$ cat src/rtl/alu_exec_stage.sv
// ALU execute stage: add/sub and accumulator ops through a shared adder,
// with results queued in a 2-entry in-order output FIFO.

module addsub32 #(
    parameter int WIDTH = 32
) (
    input  logic [WIDTH-1:0] a,
    input  logic [WIDTH-1:0] b,
    input  logic             sub,
    output logic [WIDTH-1:0] s,
    output logic             co
);

    logic [WIDTH:0] sum;

    // Subtract as a + ~b + 1 so carry-out means "no borrow"
    assign sum = {1'b0, a}
               + {1'b0, b ^ {WIDTH{sub}}}
               + {{WIDTH{1'b0}}, sub};
    assign s   = sum[WIDTH-1:0];
    assign co  = sum[WIDTH];

endmodule

module alu_exec_stage #(
    parameter int WIDTH = 32
) (
    input  logic             clk,
    input  logic             rst_n,
    input  logic             in_valid,
    output logic             in_ready,
    input  logic [1:0]       in_op,
    input  logic [WIDTH-1:0] in_a,
    input  logic [WIDTH-1:0] in_b,
    input  logic             acc_clr,
    output logic             out_valid,
    input  logic             out_ready,
    output logic [WIDTH-1:0] out_s,
    output logic [3:0]       out_flags,
    output logic [WIDTH-1:0] acc_q
);

    localparam int M = WIDTH - 1;

    logic [1:0][WIDTH-1:0] mem_s_q, mem_s_d;
    logic [1:0][3:0]       mem_f_q, mem_f_d;
    logic [1:0]            count_q, count_d;
    logic                  wr_q, wr_d;
    logic                  rd_q, rd_d;
    logic                  in_ready_q, in_ready_d;
    logic [WIDTH-1:0]      acc_d;

    logic [WIDTH-1:0] acc_op;
    logic [WIDTH-1:0] op_a;
    logic [WIDTH-1:0] op_b;
    logic [WIDTH-1:0] add_s;
    logic             add_co;
    logic             ovf;
    logic [3:0]       flags;
    logic             push;
    logic             pop;

    // Select adder operands; a same-edge clear makes the acc operand zero
    always_comb begin
        acc_op = acc_clr ? '0 : acc_q;
        op_a   = in_op[1] ? acc_op : in_a;
        op_b   = in_op[1] ? in_a : in_b;
    end

    addsub32 #(
        .WIDTH(WIDTH)
    ) u_addsub (
        .a  (op_a),
        .b  (op_b),
        .sub(in_op[0]),
        .s  (add_s),
        .co (add_co)
    );

    // Flags: signed overflow depends on add/sub operand sign agreement
    always_comb begin
        if (in_op[0]) begin
            ovf = (op_a[M] != op_b[M]) && (add_s[M] != op_a[M]);
        end else begin
            ovf = (op_a[M] == op_b[M]) && (add_s[M] != op_a[M]);
        end
        flags = {add_s[M], (add_s == '0), add_co, ovf};
    end

    assign in_ready  = in_ready_q;
    assign out_valid = (count_q != 2'd0);
    assign out_s     = out_valid ? mem_s_q[rd_q] : '0;
    assign out_flags = out_valid ? mem_f_q[rd_q] : 4'd0;
    assign push      = in_valid & in_ready_q;
    assign pop       = out_valid & out_ready;

    // Next-state for FIFO, accumulator and registered ready
    always_comb begin
        mem_s_d = mem_s_q;
        mem_f_d = mem_f_q;
        wr_d    = wr_q;
        rd_d    = rd_q;
        acc_d   = acc_q;
        if (push) begin
            mem_s_d[wr_q] = add_s;
            mem_f_d[wr_q] = flags;
            wr_d          = ~wr_q;
        end
        if (pop) begin
            rd_d = ~rd_q;
        end
        count_d = count_q + {1'b0, push} - {1'b0, pop};
        if (push && in_op[1]) begin
            acc_d = add_s;
        end else if (acc_clr) begin
            acc_d = '0;
        end
        in_ready_d = (count_d < 2'd2);
    end

    // State registers with synchronous active-low reset
    always_ff @(posedge clk) begin
        if (!rst_n) begin
            mem_s_q    <= '0;
            mem_f_q    <= '0;
            count_q    <= 2'd0;
            wr_q       <= 1'b0;
            rd_q       <= 1'b0;
            acc_q      <= '0;
            in_ready_q <= 1'b0;
        end else begin
            mem_s_q    <= mem_s_d;
            mem_f_q    <= mem_f_d;
            count_q    <= count_d;
            wr_q       <= wr_d;
            rd_q       <= rd_d;
            acc_q      <= acc_d;
            in_ready_q <= in_ready_d;
        end
    end

endmodule
$ cat config.mk
export PLATFORM = sky130hd
export DESIGN_NAME = alu_exec_stage
export DESIGN_NICKNAME = d
export VERILOG_FILES = /design/src/rtl/alu_exec_stage.sv
export SDC_FILE = /design/constraint.sdc
export NUM_CORES = 1
export LEC_CHECK = 0
export BUFFER_PORTS_ARGS = -buffer_cell sky130_fd_sc_hd__buf_2
export CORE_MARGIN = 2
export CORE_UTILIZATION = 44
export CTS_CLUSTER_SIZE = 28
export DETAILED_ROUTE_END_ITERATION = 6
export PLACE_DENSITY = 0.66
export SLEW_MARGIN = 10
export SYNTH_ARGS = -nofsm -noshare
export SYNTH_HDL_FRONTEND = slang
export SYNTH_SLANG_ARGS = --single-unit
$ cat constraint.sdc
create_clock -name clk -period 6.8 [get_ports clk]
set_clock_uncertainty 0.15 [all_clocks]
set_input_delay 1.02 -clock clk [delete_from_list [all_inputs] [get_ports clk]]
set_output_delay 1.02 -clock clk [all_outputs]
set_load 0.03 [all_outputs]
==> flow_summary.ini, run 1 <==
[status]
run_status = finished clean

[synthesis]
synth_edf_count = 0
mappedNetlistArea_um2 = 7540
synth-compound-area-share_pct = 20.8
yosysWarningCount = 0
synth.ff_latch_count = 107
syn_area_per_cell_um2 = 7.95
dominantRegCellSynth = sky130_fd_sc_hd__dfxtp_1
yosys.area_share.simple_pct = 21.0
synth-seq-area-share_pct = 28.4
adder_cell_share_of_the_synthesized_area_pct = 5.74
synthesis.instances = 948
yosys.cell_types.count = 73
parity_gate_share_of_the_synthesized_area_counting_xor_and_xnor_cells_pct = 6.74
synth_mux_area_share_pct = 13.5
synth-async-reset-ratio_pct = 0
synth_top_family_by_area = simple AND/OR/NAND/NOR gates
syn_nets = 1053

[worst_hold_path]
hold_path_depth = 2
hold_path.class = register to register

[timing]
max_freq_mhz = 197
final.hold.worst_slack_ns = 0.305
setup_viol_count_final = 0
final-hold-violation-count = 0
timing.max_slew.rel_slack_pct = 31.2
finalMaxSlewViolations = 0
finalCriticalPeriod_ns = 5.07
rsz_0062_raised_after_global_routing = false
period_share_pct = 74.6
tns_setup_ns = 0
timing_worst_slew_pin_value_ns = 1.03

[cts]
post_cts.resized_instances = 0
clk_root_buffer_cell = sky130_fd_sc_hd__clkbuf_16
cts.sinks = 107
clkTransAtPathRegs_ns = 0.08
h_tree_depth = 3
worstSkewPairLatency_ns = 0.36
cts_setup_buffers = 0
number_of_buffers_inserted_during_clock_tree_synthesis = 9
cts_tree = done
cts.path.max_buffers = 2
cts.hold.buffers_added = 0

[die]
ios = 141
rows = 47
die_height_um = 135
die-area_um2 = 18200
chip_width_um = 135
floorplan.initialDensity_pct = 45.3
core_um2 = 16600

[worst_setup_path]
worstSetupEndpoint = mem_f_q[2]
timing.critical_path.cells = buf_4 -> mux2i_1 -> xnor2_1 -> ha_1 -> nand4_1 -> nor3_1 -> a22oi_1 -> a21boi_0 -> a211oi_1 -> or4_1 -> nor4b_2 -> nand4_1 -> o41ai_2
r2r.worst_path.cells = 12
timing.critical_path.to_type = register
reg2reg_from = acc_q[16]
setup.worst_path.start_class = input pin
cell_at_the_slowest_stage_of_the_critical_path = sky130_fd_sc_hd__buf_4
worst_ep_required_time_ns = 6.92
critPathMaxFanout = 74
regToRegSetupSlack_ns = 2.82
critPathKind = input pin to register
crit_start = in_op[1]
critical_path.max_stage_delay_ns = 0.74
regToRegEndpoint = mem_f_q[2]
worst_ep_arrival_time_ns = 5.19
critical-path-top-cell-by-count = sky130_fd_sc_hd__nand4_1

[layout]
layout.area.seq_um2 = 2140
share_of_post_route_cells_with_drive_strength_above_1_pct = 20.6
areaGrowthSynthToFinish_pct = 14.8
multi_input_comb_area_um2 = 5110
filler_cell_count = 1653
num-nets-final = 1152
antennaDiodeCount = 0

[placement]
port_buffers = 140
finalWeightedCongestion = 0.953
dpl.hpwl_mm = 16.6

[global_routing]
grt_remaining_overflow = 0
grt_max_degree = 75
grt_antenna_before_repair = 0
global_route_wire_length_before_repair_mm = 36.3
track_usage_pct = 25.2
first_global_vias = 6821

[routing]
drt_drc_violations_left = 0
initialDrtViolationCount = 453
wirelength_mm = 22.4
post_drt_via_cell_ratio = 5.63
total_vias_in_the_final_route = 7162
antenna_violating_nets_post_route = 0
first_pass_iters = 5
wl_per_cell_um = 17.6

[power]
static-leakage-power_nw = 3.66
power.density_cell_area_nw_per_um2 = 270
worst_ir_drop_on_vdd_mv = 0.199

[job]
max_capacitance_violation_count = 0
cells by family (layout without fill, tap and decap cells):
group | after synthesis | in the layout
xor+xnor | 58 | 58
mux | 98 | 98
compound gates | 233 | 233
flops | 107 | 107
buf+inv | 72 | 176
fa+ha+maj | 34 | 34
simple gates | 346 | 346
worst min path at each step:
stage / from / end / slack (ns)
3_3_place_gp: mem_s_q[39] / mem_s_q[39] / 0.28
5_1_grt: mem_s_q[23] / mem_s_q[23] / 0.32
3_5_place_dp: mem_f_q[5] / mem_f_q[5] / 0.29
2_1_floorplan: mem_f_q[4] / mem_f_q[4] / 0.27
6_report: mem_s_q[63] / mem_s_q[63] / 0.31
4_1_cts: mem_s_q[27] / mem_s_q[27] / 0.31
registers in the layout, indices dropped and copies added (netlist names):
name	cells
mem_s_q	64
rd_q	1
wr_q	1
in_ready	1
count_q	2
acc_q	32
mem_f_q	6
cell usage in the layout (no fill, tap or decap), types with 3 or more instances in the layout:
cell	instances
sky130_fd_sc_hd__a211oi_1	11
sky130_fd_sc_hd__a21boi_0	3
sky130_fd_sc_hd__a21o_1	16
sky130_fd_sc_hd__a21oi_1	94
sky130_fd_sc_hd__a22o_1	24
sky130_fd_sc_hd__a31o_2	6
sky130_fd_sc_hd__a31oi_1	6
sky130_fd_sc_hd__and2_1	12
sky130_fd_sc_hd__and3_1	6
sky130_fd_sc_hd__buf_2	139
sky130_fd_sc_hd__buf_4	11
sky130_fd_sc_hd__clkbuf_16	9
sky130_fd_sc_hd__dfxtp_1	106
sky130_fd_sc_hd__ha_1	33
sky130_fd_sc_hd__inv_1	9
sky130_fd_sc_hd__inv_8	3
sky130_fd_sc_hd__mux2_2	24
sky130_fd_sc_hd__mux2i_1	73
sky130_fd_sc_hd__nand2_1	130
sky130_fd_sc_hd__nand3_1	14
sky130_fd_sc_hd__nand4_1	8
sky130_fd_sc_hd__nor2_1	102
sky130_fd_sc_hd__nor2_2	3
sky130_fd_sc_hd__nor2b_1	32
sky130_fd_sc_hd__nor3_1	13
sky130_fd_sc_hd__nor4_1	4
sky130_fd_sc_hd__o211a_1	3
sky130_fd_sc_hd__o211ai_1	8
sky130_fd_sc_hd__o21a_1	3
sky130_fd_sc_hd__o21ai_0	21
sky130_fd_sc_hd__o21ai_1	7
sky130_fd_sc_hd__o21bai_1	4
sky130_fd_sc_hd__or3_1	3
sky130_fd_sc_hd__or4_1	3
sky130_fd_sc_hd__xnor2_1	45
sky130_fd_sc_hd__xor2_1	13
routing by layer:
metal	up-vias	track usage (%)	share of wire (%)
li1	3555	-	-
met1	3376	35.9	47
met2	201	39.4	45
met3	30	3.98	5.6
met4	0	6.96	1.9
met5	-	0	0
through the flow:
step                setup WS [ns]  cells  util, %  total power [mW]  cell area, µm²
floorplan                    1.85    948        -              1.50            7540
global placement             1.44   1256     50.1              1.78            8340
detailed placement           1.36   1256     50.1              1.79            8340
CTS                          1.73   1272     52.0              2.33            8650
global route                 1.25   1272     52.0              2.48            8650
finish                       1.73   1272     52.0              2.33            8650
worst max-delay path: cells and delay by family:
kind	cells	cell delay [ns]
buf+inv	1	0.74
simple gates	5	1.64
xor+xnor	1	0.09
compound gates	4	0.83
mux	1	0.31
fa+ha+maj	1	0.49
power by group:
group / internal [mW] / switching, mW / leakage, nW
Sequential: 0.693 / 0.0391 / 0.868
Clock: 0.271 / 0.277 / 0.147
Combinational: 0.356 / 0.696 / 2.64
Total: 1.32 / 1.01 / 3.66
cell usage after synthesis, types with 9 or more instances:
library cell | count | area [µm²]
sky130_fd_sc_hd__mux2_2 | 24 | 270
sky130_fd_sc_hd__o21ai_0 | 21 | 105
sky130_fd_sc_hd__clkbuf_1 | 45 | 169
sky130_fd_sc_hd__inv_1 | 9 | 33.8
sky130_fd_sc_hd__ha_1 | 33 | 413
sky130_fd_sc_hd__mux2i_1 | 73 | 731
sky130_fd_sc_hd__nor2_1 | 104 | 390
sky130_fd_sc_hd__a211oi_1 | 11 | 82.6
sky130_fd_sc_hd__a22o_1 | 24 | 210
sky130_fd_sc_hd__xor2_1 | 13 | 114
sky130_fd_sc_hd__dfxtp_1 | 107 | 2140
sky130_fd_sc_hd__and2_1 | 12 | 75.1
sky130_fd_sc_hd__nor3_1 | 13 | 65.1
sky130_fd_sc_hd__nor2b_1 | 32 | 200
sky130_fd_sc_hd__nand3_1 | 14 | 70.1
sky130_fd_sc_hd__nand2_1 | 130 | 488
sky130_fd_sc_hd__xnor2_1 | 45 | 394
sky130_fd_sc_hd__a21oi_1 | 94 | 470
sky130_fd_sc_hd__a21o_1 | 16 | 120
area by class of cell:
cell class              count  area share [%]
clock inverters             6           0.767
multi-input cells         769            59.1
well taps                 220            3.18
repair buffers            150            9.00
inverters                  10           0.434
flip-flops and latches    107            24.8
clock buffers              10            2.76
No activity file was read; power rests on OpenSTA's default activity.
==> run 2: changes to the inputs <==
--- a/config.mk
+++ b/config.mk
@@ -5,12 +5,13 @@
 export SDC_FILE = /design/constraint.sdc
 export NUM_CORES = 1
 export LEC_CHECK = 0
+export ABC_AREA = 1
 export BUFFER_PORTS_ARGS = -buffer_cell sky130_fd_sc_hd__buf_2
 export CORE_MARGIN = 2
 export CORE_UTILIZATION = 44
 export CTS_CLUSTER_SIZE = 28
 export DETAILED_ROUTE_END_ITERATION = 6
-export PLACE_DENSITY = 0.66
+export PLACE_DENSITY = 0.68
 export SLEW_MARGIN = 10
 export SYNTH_ARGS = -nofsm -noshare
 export SYNTH_HDL_FRONTEND = slang
==> constraint.sdc (replaced) <==
create_clock -name clk -period 4.2 [get_ports clk]
set_clock_uncertainty 0.15 [all_clocks]
set_input_delay 0.63 -clock clk [delete_from_list [all_inputs] [get_ports clk]]
set_output_delay 0.63 -clock clk [all_outputs]
set_load 0.03 [all_outputs]
==> run 2 against run 1 <==
  * The flow now finishes with violations (DRC)
  * Non-clock buffer count is 8 higher
  * Synthesized cell count grew 35%
  * Register-to-register slack worse by 1.7 ns
  * Sequential cell count unchanged
  * Sequential share of layout area shrank 0.71 points
  * Clock-buffer cell count unchanged
  * Power grew 72%
  * Sequential power increased by 71%
  * Combinational power grew 78%
  * Synthesized area is 1.7% higher
  * Clock power rose by 62%
==> flow_summary.ini, run 2 <==
[synthesis]
yosys.area_share.simple_pct = 29.0
synth-seq-area-share_pct = 27.9
mappedNetlistArea_um2 = 7670
yosysMostFrequentCell = sky130_fd_sc_hd__nand2_1
yosysWarningCount = 0
yosysTopAreaCellShare_pct = 27.9
parity_gate_share_of_the_synthesized_area_counting_xor_and_xnor_cells_pct = 4.90
synth-compound-area-share_pct = 19.8
yosys.area.top_type = sky130_fd_sc_hd__dfxtp_1
syn_nets = 1384
dominantRegCellSynth = sky130_fd_sc_hd__dfxtp_1
synth-async-reset-ratio_pct = 0
synth_mux_area_share_pct = 0
syn_area_per_cell_um2 = 5.99
adder_cell_share_of_the_synthesized_area_pct = 5.65
yosys.cell_types.count = 34
synth.ff_latch_count = 107
synthesis.instances = 1279
synth.cells.most_frequent = 408 x sky130_fd_sc_hd__nand2_1, 194 x sky130_fd_sc_hd__inv_1, 115 x sky130_fd_sc_hd__o21ai_0
synth_top_family_by_area = simple AND/OR/NAND/NOR gates
synth_edf_count = 0
synth.area.top_cells = sky130_fd_sc_hd__dfxtp_1 28%, sky130_fd_sc_hd__nand2_1 20%, sky130_fd_sc_hd__inv_1 9.5%

[worst_setup_path]
critical_path.max_stage_delay_ns = 0.45
cpLargestDelayFamily = simple AND/OR/NAND/NOR gates
critPathMaxFanout = 10
timing.critical_path.to_type = register
setup.worst_path.start_class = input pin
crit_buf_inv = 3
cell_at_the_slowest_stage_of_the_critical_path = sky130_fd_sc_hd__fa_1
critPathKind = input pin to register
worst_ep_arrival_time_ns = 3.66
worst_ep_required_time_ns = 4.34
timing.critical_path.cells = buf_2 -> inv_1 -> buf_4 -> nand3_1 -> nand3_2 -> and2_1 -> fa_1 -> nand3_1 -> nand2_2 -> nand2_1 -> nand2_1 -> nand3_1 -> nand3_1 -> nand2_1 -> nand2_1 -> xnor2_1 -> nand3_1 -> nor2_1 -> nand2_1 -> a21oi_1

[global_routing]
track_usage_pct = 26.5
grt_max_degree = 71
first_global_vias = 7642
global_route_wire_length_before_repair_mm = 39.0
grt_remaining_overflow = 0
grt_antenna_before_repair = 0

[power]
internal_mw = 2.13
static-leakage-power_nw = 4.82
worst_ir_drop_on_vdd_mv = 0.377
power.density_cell_area_nw_per_um2 = 451
power_share_of_the_sequential_group_pct = 31.2
net_switching_share_of_the_total_power_pct = 46.9
power.combinational.fraction_pct = 46.7
power.clock.fraction_pct = 22.2
net-switching-power_mw = 1.88

[die]
rows = 48
floorplan.initialDensity_pct = 44.6
core_um2 = 17200
die_height_um = 136
chip_width_um = 136
ios = 141
die-area_um2 = 18500

[timing]
tns_setup_ns = 0
final.hold.worst_slack_ns = 0.331
finalCriticalPeriod_ns = 3.52
period_share_pct = 83.9
final-hold-violation-count = 0
setup_viol_count_final = 0
max_freq_mhz = 284
timing_worst_slew_pin_value_ns = 1.14
finalMaxSlewViolations = 0
rsz_0062_raised_after_global_routing = false
timing.max_slew.rel_slack_pct = 23.7

[placement]
finalWeightedCongestion = 0.986
dpl.hpwl_mm = 18.3
port_buffers = 140

[status]
violated_checks = DRC
run_status = complete, but fails checks

[job]
max_capacitance_violation_count = 0

[routing]
drt_drc_violations_left = 2
met2_wirelength_mm = 10.8
wirelength_mm = 24.2
wl_per_cell_um = 14.9
antenna_violating_nets_post_route = 0
first_pass_iters = 7
total_vias_in_the_final_route = 8321
post_drt_via_cell_ratio = 5.14
length_of_routed_met3_wiring_mm = 1.81
top_layer = met4
initialDrtViolationCount = 784
m1WireLength_mm = 11.2

[layout]
most-common-layout-cells = 408 x sky130_fd_sc_hd__nand2_1, 194 x sky130_fd_sc_hd__inv_1, 140 x sky130_fd_sc_hd__buf_2, 115 x sky130_fd_sc_hd__o21ai_0, 106 x sky130_fd_sc_hd__dfxtp_1
top_regs = mem_s_q (64), acc_q (32), mem_f_q (6)
largest_reg_flops = 64
areaGrowthSynthToFinish_pct = 16.1
top_register = mem_s_q
filler_cell_count = 1852
mostFrequentLayoutCell = sky130_fd_sc_hd__nand2_1
share_of_post_route_cells_with_drive_strength_above_1_pct = 13.1
num-nets-final = 1495
antennaDiodeCount = 0

[cts]
number_of_buffers_inserted_during_clock_tree_synthesis = 9
cts_tree = done
cts.hold.buffers_added = 0
cts_setup_buffers = 0
clkTransAtPathRegs_ns = 0.08
cts.path.max_buffers = 2
clk_root_buffer_cell = sky130_fd_sc_hd__clkbuf_16
h_tree_depth = 3
worstSkewPairLatency_ns = 0.36
cts.sinks = 107
post_cts.resized_instances = 0

[worst_hold_path]
hold_path.class = register to register
[run 2: cell types whose count changed after synthesis, sizes merged, moves of 15 or more]
cell / delta
inv: +186
nor2: -20
nand2: +281
nor2b: -33
xnor2: -39
a22o: -24
mux2: -25
a21o: -15
mux2i: -73
o211ai: +15
xor2: +23
o21ai: +88
nand3: +28
o22ai: +25
[run 2: stage by stage]
step           utilization, %  total power, mW  cell area, µm²  cells  worst slack (ns)
6_report                 51.8             4.01            8900   1620             0.676
5_1_grt                  51.8             4.29            8900   1620             0.333
4_1_cts                  51.8             4.01            8900   1620             0.699
3_5_place_dp             50.1             3.12            8600   1604             0.333
3_3_place_gp             50.1             3.11            8600   1604             0.324
2_1_floorplan               -             2.56            7670   1279             0.710
[run 2: cell type report]
| cell class | instances | area, µm² | area share (%) |
|---|---|---|---|
| Multi-Input combinational cell | 916 | 4560 | 51.2 |
| Sequential cell | 107 | 2140 | 24.1 |
| Timing Repair Buffer | 158 | 873 | 9.81 |
| Inverter | 198 | 746 | 8.38 |
| Tap cell | 225 | 282 | 3.16 |
| Clock buffer | 10 | 239 | 2.68 |
| Clock inverter | 6 | 65.1 | 0.731 |
[run 2: final timing paths]
kind / startpoint / end / slack [ns] / cells after the start
setup / recovery: acc_clr / mem_f_q[2] / 0.68 / 20
hold / removal: mem_s_q[62] / mem_s_q[62] / 0.33 / 2
setup reg to reg: acc_q[0] / mem_f_q[2] / 1.08 / 17
hold reg to reg: mem_s_q[62] / mem_s_q[62] / 0.33 / 2
[run 2: logic make-up (layout without fill, tap and decap cells)]
logic type | Yosys count | count (layout)
xor gates and xnor gates | 42 | 42
adders and majority gates | 34 | 34
DFF | 107 | 107
buffers and inverters | 256 | 372
and+or+nand+nor | 560 | 560
AOI/OAI and AO/OA | 280 | 280
[run 2: layer usage]
| layer | track usage, % | vias up |
|---|---|---|
| met4 | 7.12 | 0 |
| met5 | 0 | - |
| li1 | - | 4298 |
| met2 | 42.3 | 287 |
| met3 | 3.39 | 36 |
| met1 | 37.6 | 3700 |
[run 2: worst min-delay path, cell delays in order, from the launching register on]
cell,delay (ns)
sky130_fd_sc_hd__dfxtp_1,0.30
sky130_fd_sc_hd__inv_1,0.05
sky130_fd_sc_hd__o21ai_0,0.07
[run 2: power groups by stage]
stage,sequential (mW),combinational [mW],clock [mW]
floorplan,1.27,1.28,0
global placement,1.27,1.84,0
detailed placement,1.27,1.85,0
CTS,1.25,1.86,0.902
global route,1.27,2.07,0.942
finish,1.25,1.87,0.889
==> run 3: changes to the inputs <==
--- a/config.mk
+++ b/config.mk
@@ -5,7 +5,7 @@
 export SDC_FILE = /design/constraint.sdc
 export NUM_CORES = 1
 export LEC_CHECK = 0
-export ABC_AREA = 1
+export ABC_AREA = 0
 export BUFFER_PORTS_ARGS = -buffer_cell sky130_fd_sc_hd__buf_2
 export CORE_MARGIN = 2
 export CORE_UTILIZATION = 44
==> constraint.sdc (replaced) <==
create_clock -name clk -period 3 [get_ports clk]
set_clock_uncertainty 0.15 [all_clocks]
set_input_delay 0.45 -clock clk [delete_from_list [all_inputs] [get_ports clk]]
set_output_delay 0.45 -clock clk [all_outputs]
set_load 0.03 [all_outputs]
==> run 3 against run 2 <==
  * The run ends with setup timing left
  * Sequential power rose by 36%
  * First-iteration DRC count fell by 5.9%
  * Routed wire length rose by 22%
  * Register-to-register slack got worse by 1.9 ns
  * Critical path type unchanged
  * Largest power group unchanged
==> flow_summary.ini, run 3 (same netlist as run 1, synthesis figures left out) <==
[power]
power.total_mw = 6.79
power.density_cell_area_nw_per_um2 = 552
static-leakage-power_nw = 5.28
worst_ir_drop_on_vdd_mv = 0.609

[die]
die-area_um2 = 18200
die_height_um = 135
rows = 47
core_um2 = 16600
chip_width_um = 135
floorplan.initialDensity_pct = 45.3
ios = 141

[worst_setup_path]
timing.critical_path.to_type = register
worst_ep_arrival_time_ns = 3.92
regToRegSetupSlack_ns = -0.79
r2r.worst_path.cells = 13
worstSetupEndpoint = mem_f_q[2]
setup.worst_path.start_class = input pin
critPathKind = input pin to register
critPathMaxFanout = 8
regToRegEndpoint = mem_f_q[2]
worst_ep_required_time_ns = 3.11
reg2reg_from = acc_q[4]
crit_start = in_op[1]

[layout]
antennaDiodeCount = 0
largest_reg_flops = 64
finish.utilization_pct = 73.9
areaGrowthSynthToFinish_pct = 63.1
top_regs = mem_s_q (64), acc_q (32), mem_f_q (6)
share_of_post_route_cells_with_drive_strength_above_1_pct = 51.1
num-nets-final = 1400
most-common-layout-cells = 212 x sky130_fd_sc_hd__buf_4, 137 x sky130_fd_sc_hd__buf_2, 109 x sky130_fd_sc_hd__nand2_1, 99 x sky130_fd_sc_hd__dfxtp_1, 89 x sky130_fd_sc_hd__nor2_1
top_register = mem_s_q
mostFrequentLayoutCell = sky130_fd_sc_hd__buf_4

[routing]
wl_per_cell_um = 19.5
antenna_violating_nets_post_route = 0
drt_drc_violations_left = 0
wirelength_mm = 29.6
first_pass_iters = 5
total_vias_in_the_final_route = 8731
post_drt_via_cell_ratio = 5.75
initialDrtViolationCount = 738

[timing]
setup_viol_count_final = 55
finalMaxSlewViolations = 0
postLayoutSetupSlackWorst_ns = -0.814
max_freq_mhz = 262
timing.max_slew.rel_slack_pct = 46.2
period_share_pct = 127
final-hold-violation-count = 0
final.hold.worst_slack_ns = 0.282
finalCriticalPeriod_ns = 3.81
timing_worst_slew_pin_value_ns = 0.806
rsz_0062_raised_after_global_routing = true

[global_routing]
grt_max_degree = 50
track_usage_pct = 29.8
grt_remaining_overflow = 0
global_route_wire_length_before_repair_mm = 42.8
first_global_vias = 8172
grt_antenna_before_repair = 0

[cts]
cts.sinks = 107
cts.path.max_buffers = 2
number_of_buffers_inserted_during_clock_tree_synthesis = 9
worstSkewPairLatency_ns = 0.36
cts_tree = done
clk_root_buffer_cell = sky130_fd_sc_hd__clkbuf_16
h_tree_depth = 3
clkTransAtPathRegs_ns = 0.07

[job]
max_capacitance_violation_count = 0

[placement]
finalWeightedCongestion = 0.983
dpl.hpwl_mm = 19.6
port_buffers = 140

[status]
violated_checks = setup timing
run_status = complete, but fails checks

[worst_hold_path]
hold_path.class = input pin to register
-- run 3: changes by cell type in the layout (fill, tap and decap cells not counted), sizes merged, moves of 33 or more --
cell   before  now
inv       199   13
nand2     411  130
buf       158  397
mux2i       0   73
nor2b       0   33
o21ai     117   29
xnor2       6   45
-- run 3: metal layers --
| metal | vias up | GRT usage, % | wire length (µm) |
|---|---|---|---|
| met3 | 101 | 4.17 | 1880 |
| met2 | 401 | 49.2 | 13900 |
| met4 | 0 | 10.1 | 1220 |
| met1 | 4184 | 40.2 | 12600 |
| met5 | - | 0 | 0 |
| li1 | 4045 | - | - |
-- run 3: area by class of cell --
type / count / area, µm²
clock buffer: 9 / 225
clock inverter: 6 / 71.3
fill: 1118 / 4350
inverter: 10 / 37.5
multi-input combinational: 769 / 6540
sequential: 107 / 2150
tap: 220 / 275
timing repair buffer: 398 / 2990
-- run 3: critical path, cell delays in order --
cell and delay (ns):
sky130_fd_sc_hd__buf_16 0.13, sky130_fd_sc_hd__buf_6 0.12, sky130_fd_sc_hd__mux2i_4 0.18, sky130_fd_sc_hd__xnor2_2 0.22, sky130_fd_sc_hd__ha_4 0.25, sky130_fd_sc_hd__a21o_1 0.19, sky130_fd_sc_hd__buf_4 0.14, sky130_fd_sc_hd__a31oi_4 0.21
sky130_fd_sc_hd__o21ai_1 0.19, sky130_fd_sc_hd__nor2_2 0.17, sky130_fd_sc_hd__xnor2_1 0.14, sky130_fd_sc_hd__or4_1 0.57, sky130_fd_sc_hd__nor4b_2 0.37, sky130_fd_sc_hd__nand4_1 0.25, sky130_fd_sc_hd__o41ai_2 0.33
-- run 3: worst min-delay path by stage --
stage	from	cells after the start	endpoint
2_1_floorplan	mem_f_q[4]	2	mem_f_q[4]
3_3_place_gp	mem_s_q[63]	2	mem_s_q[63]
3_5_place_dp	mem_s_q[48]	2	mem_s_q[48]
4_1_cts	rst_n	3	mem_f_q[1]
5_1_grt	rst_n	2	in_ready
6_report	rst_n	2	rd_q
-- run 3: power breakdown --
part | leakage, nW | internal, mW | switching (mW)
registers | 0.872 | 1.57 | 0.123
clock network | 0.139 | 0.653 | 0.584
logic | 4.27 | 1.74 | 2.11
total | 5.28 | 3.96 | 2.82
-- run 3: what timing repair did --
action	in CTS	in global routing
resized for setup	138	142
setup buffers	26	22
endpoints found under the setup margin	59	62
pin swaps	53	90
gates cloned	4	1
hold buffers	0	0
-- run 3: stage by stage --
step / setup TNS (ns) / instance area [µm²] / instances / worst slack, ns
after global placement: -39.55 / 10300 / 1466 / -1.02
final: -13.88 / 12300 / 1519 / -0.814
after CTS: -8.25 / 11500 / 1506 / -0.535
after global routing: -17.85 / 12300 / 1519 / -0.961
after detailed placement: -43.35 / 10300 / 1466 / -1.08
after floorplan: -10.68 / 7940 / 948 / -0.725
